--- config.mk ---
export PLATFORM = sky130hd
export DESIGN_NAME = stream_demux_nb
export DESIGN_NICKNAME = d
export VERILOG_FILES = /design/src/rtl/stream_demux_nb.sv
export SDC_FILE = /design/constraint.sdc
export NUM_CORES = 1
export LEC_CHECK = 0
export BUFFER_PORTS_ARGS = -buffer_cell sky130_fd_sc_hd__buf_2
export CORE_AREA = 2 2 45 56
export DETAILED_ROUTE_END_ITERATION = 16
export DIE_AREA = 0 0 47 58
export PLACE_DENSITY = 0.76
export RECOVER_POWER = 25
export SETUP_SLACK_MARGIN = 0.02
export SYNTH_ARGS = -nofsm -noshare
export SYNTH_HDL_FRONTEND = slang
export SYNTH_SLANG_ARGS = --single-unit
--- constraint.sdc ---
create_clock -name clk -period 1.1 [get_ports clk]
set_input_delay 0 -clock clk [delete_from_list [all_inputs] [get_ports clk]]
set_output_delay 0 -clock clk [all_outputs]
set_load 0.005 [all_outputs]
--- src/rtl/stream_demux_nb.sv ---
// -----------------------------------------------------------------------------
// stream_demux_nb
//   Registered 1-to-NO_OUTS demultiplexer with valid/ready handshakes.
//   An input word goes to the output channel named by in_sel. Each channel
//   has a one-entry register slot. A slot that is popped can be refilled in
//   the same cycle, so each channel can carry one word per cycle.
//
// Ports
//   clk        rising-edge clock
//   rst_n      asynchronous active-low reset
//   in_valid   input word present
//   in_ready   combinational; the block accepts the word this cycle
//   in_data    input word (N bits)
//   in_sel     destination channel index (SEL_W bits)
//   out_valid  bit k: slot k holds a word
//   out_ready  bit k: consumer k takes the word this cycle
//   out_data   flattened; channel k is bits [k*N +: N]
//   err_oob    sticky; a word with an out-of-range select was accepted
//   drop_cnt   (only with STREAM_DEMUX_DROP_CNT_EN) saturating count of
//              out-of-range words that were dropped
//
// Optional feature macro: STREAM_DEMUX_DROP_CNT_EN
// -----------------------------------------------------------------------------
module stream_demux_nb #(
  parameter int unsigned NO_OUTS = 4,
  parameter int unsigned N       = 4,
  parameter int unsigned SEL_W   = $clog2(NO_OUTS)
) (
  input  logic                 clk,
  input  logic                 rst_n,
  input  logic                 in_valid,
  output logic                 in_ready,
  input  logic [N-1:0]         in_data,
  input  logic [SEL_W-1:0]     in_sel,
  output logic [NO_OUTS-1:0]   out_valid,
  input  logic [NO_OUTS-1:0]   out_ready,
  output logic [NO_OUTS*N-1:0] out_data,
  output logic                 err_oob
`ifdef STREAM_DEMUX_DROP_CNT_EN
  ,
  output logic [7:0]           drop_cnt
`endif
);

  localparam int unsigned DW = NO_OUTS * N;

  logic [NO_OUTS-1:0] full_q, full_d;
  logic [DW-1:0]      data_q, data_d;
  logic               err_q, err_d;

  logic in_range;
  logic sel_full;
  logic sel_rdy;
  logic push;
  logic drop;

  // Decode the select: range check and the addressed slot's state.
  // Matching against every legal index avoids indexing past NO_OUTS when
  // NO_OUTS is not a power of two.
  always_comb begin : sel_decode
    in_range = 1'b0;
    sel_full = 1'b0;
    sel_rdy  = 1'b0;
    for (int k = 0; k < int'(NO_OUTS); k++) begin
      if (in_sel == SEL_W'(k)) begin
        in_range = 1'b1;
        sel_full = full_q[k];
        sel_rdy  = out_ready[k];
      end
    end
    // Out-of-range words are always accepted and then dropped.
    in_ready = in_range ? (~sel_full | sel_rdy) : 1'b1;
  end

  // Slot next-state: pops first, then a push overrides its own slot.
  always_comb begin : slot_next
    full_d = full_q & ~out_ready;
    data_d = data_q;
    err_d  = err_q;
    push   = in_valid & in_ready & in_range;
    drop   = in_valid & ~in_range;
    for (int k = 0; k < int'(NO_OUTS); k++) begin
      if (push && (in_sel == SEL_W'(k))) begin
        full_d[k]         = 1'b1;
        data_d[k*N +: N]  = in_data;
      end
    end
    if (drop) begin
      err_d = 1'b1;
    end
  end

  // State registers.
  always_ff @(posedge clk or negedge rst_n) begin : slot_regs
    if (!rst_n) begin
      full_q <= '0;
      data_q <= '0;
      err_q  <= 1'b0;
    end else begin
      full_q <= full_d;
      data_q <= data_d;
      err_q  <= err_d;
    end
  end

  assign out_valid = full_q;
  assign out_data  = data_q;
  assign err_oob   = err_q;

`ifdef STREAM_DEMUX_DROP_CNT_EN
  logic [7:0] drop_cnt_q, drop_cnt_d;

  // Saturating drop counter.
  always_comb begin : drop_cnt_next
    drop_cnt_d = drop_cnt_q;
    if (drop && (drop_cnt_q != 8'hFF)) begin
      drop_cnt_d = drop_cnt_q + 8'd1;
    end
  end

  always_ff @(posedge clk or negedge rst_n) begin : drop_cnt_reg
    if (!rst_n) begin
      drop_cnt_q <= 8'd0;
    end else begin
      drop_cnt_q <= drop_cnt_d;
    end
  end

  assign drop_cnt = drop_cnt_q;
`endif

endmodule

==> results.md <==
* Total track usage at 15.5%
* Reg2Reg Setup Slack at -0.14 ns
* Clock skew at 0.00117 ns
* Slew headroom at 65.9%
* Hold Path Cell Cnt at 3
* Pleak at 0.641 nW
* Sink Count at 21
* Pwr Density at 1440 mW/mm^2
* Fmax at 688 MHz
* CTS H-tree depth at 1
* Inserted Clock Buffers at 3
* Worst Path Arrival at 1.45 ns
* I/O Buffers at 34
* Final Util at 57.4%
* Via count at 617
* Max stage delay cell, worst path: mux4_2
* Max-cap violations at 0
* Crit Reg-Reg Endpoint: out_data[13]
* Status: finished with violations
* Int Power at 1.36 mW
* Synth cell types at 15
* Sequential Power Share at 54.1%
* Worst EP required at 1.10 ns
* Synthesized cell area at 887 um^2
* Area growth from synthesis to layout at 41.6%
* Combinational Power Share at 26.3%
* Tmin final at 1.45 ns
* Die Wd at 47 um
* Post-Layout Cell Count at 137
* I/O pins at 35
* Crit Path Max Fanout at 2
* Row count at 19
* 1st-pass router iterations at 3
* Largest net degree at the start of global routing at 22
* Final worst slack at -0.354 ns
* RSZ-0062 raised after global routing: yes
* Detail Route Antenna Nets at 0
* Final Max Tran Viols at 0
* Clock Tree Buf Depth at 2
* Failing checks: setup timing
* Ant diodes at 0
* Final Hold Viols at 0
* Die ar. at 0.00273 mm^2
* Hold worst-path end: out_valid[2]
* Setup TNS at -1.50 ns
* Post-DP HPWL at 1.33 mm
* Sw frac at 25.0%
* Synthesized net count at 69
* Slew @ Worst Pin at 0.512 ns
* Vias per cell at 4.50
* Clock root buffer: clkbuf_4
* Final WL at 1.85 mm
* Worst Hold Slack at 0.0129 ns
* Avg Inst Size Synth at 15.8 um^2
* Clock transition at path regs at 0.11 ns
* Core area at 0.00219 mm^2
* Final period util at 132%
* R2R Path Start: out_valid[3]
* Vias in the first global route at 629
* Skew-Pair Late Insertion Delay at 0.29 ns
* Initial antenna violation count at 0
* Final count of negative-setup-slack endpoints at 14
* Layout cells sized above 1 at 64.2%
* Setup CP Type: reg2out
* Layout net count at 120
* TritonCTS clock tree: yes
* Syn. warnings at 0
* Worst hold path class: in2reg
* Post-synthesis sequential area ratio at 59.2%
* Max VDD drop at 0.000731 V
* GRT overflow at 0
* Most frequent cells in the layout: buf_2, dfrtp_1, mux2_4
* Die span in y at 58 um
* First-pass GRT wire length at 2.90 mm
* R2R cell count at 4
* Routability cong. at 0.752
* Setup WS pre-CTS at -0.147 ns
* Cells after Synth at 56
* Initial Utilization at 40.6%
* DR WL/cell at 13.5 um
* Most common cell after layout, fill and taps aside: buf_2
* Crit-path max cell delay at 0.45 ns
* Clock Power Share at 19.6%
* Initial DRC Count at 6
* Critical path, cell by cell: nand2b_1, buf_4, mux4_2, buf_2
* Post-synthesis register bit count at 21
* Crit path capture type: output port
* NetSw at 0.454 mW
* Crit start category: register
* Hold Path Origin: in_sel[1]
* Drt drc at 0
* Post-Place Cells at 122
-- layout make-up --
| type | count | area (um^2) |
|---|---|---|
| flip-flops and latches | 21 | 526 |
| multi-input cells | 33 | 370 |
| well taps | 31 | 38.8 |
| clock buffers | 4 | 26.3 |
| fillers | 198 | 931 |
| repair buffers | 48 | 295 |
-- cell usage after synthesis --
cell	n	area (um^2)
o21ai_0	1	5.00
buf_6	1	11.3
nor2b_2	1	8.76
nand3_2	1	10.0
mux4_2	1	22.5
mux2_4	8	120
and3_1	1	6.26
nand2_1	5	18.8
nor3b_4	1	18.8
nor2b_4	1	13.8
nand3b_1	1	7.51
mux2_2	8	90.1
nand2b_1	4	25.0
clkbuf_1	1	3.75
dfrtp_1	21	526
-- metal layers --
metal / vias to the layer above / wire length, um / track usage (%)
li1: 295 / - / -
met1: 299 / 790 / 21.1
met2: 21 / 936 / 23.3
met3: 2 / 98 / 2.18
met4: 0 / 27 / 8.33
met5: - / 0 / 0
-- power groups by stage --
stage,Combinational (mW),Clock [mW],Sequential [mW]
after floorplan,0.193,0,1.00
after global placement,0.415,0,0.990
after detailed placement,0.425,0,0.993
after CTS,0.485,0.371,0.981
after global routing,0.523,0.395,0.997
final,0.477,0.356,0.980
-- how the worst max path moves through the flow --
| stage | start | end | slack [ns] |
|---|---|---|---|
| after global routing | out_valid[3] | in_ready | -0.43 |
| after floorplan | out_valid[1] | out_data[4] | -0.08 |
| after CTS | out_valid[3] | in_ready | -0.37 |
| after detailed placement | out_valid[1] | out_data[5] | -0.15 |
| after global placement | out_valid[1] | out_data[5] | -0.15 |
| final | out_valid[3] | in_ready | -0.35 |
-- repair_timing --
item	CTS	global route
resized for setup	9	1
pin swaps	0	0
setup buffers	16	2
hold endpoints to repair	33	0
cloned	0	0
hold buffers	5	0
endpoints found under the setup margin	17	17
-- metrics by stage --
stage / area (um^2) / power (mW)
2_1_floorplan: 887 / 1.19
3_3_place_gp: 1100 / 1.41
3_5_place_dp: 1100 / 1.42
4_1_cts: 1260 / 1.84
5_1_grt: 1260 / 1.91
6_report: 1260 / 1.81
-- worst max-delay path: cells and delay by family, from the launching register on --
family / cells / cell delay [ns]
mux: 1 / 0.45
buf+inv: 2 / 0.28
simple gates: 1 / 0.08
flops: 1 / 0.36
-- kinds of logic (layout without fill, tap and decap cells) --
kind of cell | after synthesis | count (layout) | synth area share, %
flops | 21 | 21 | 59.2
mux | 17 | 17 | 26.2
simple gates | 15 | 15 | 12.3
buf+inv | 2 | 52 | 1.69
compound gates | 1 | 1 | 0.564
-- sequential cells by signal (all words and copies together) (netlist names) --
name	flops
out_valid	4
err_oob	1
out_data	16
(Power assumes the default switching activity.)
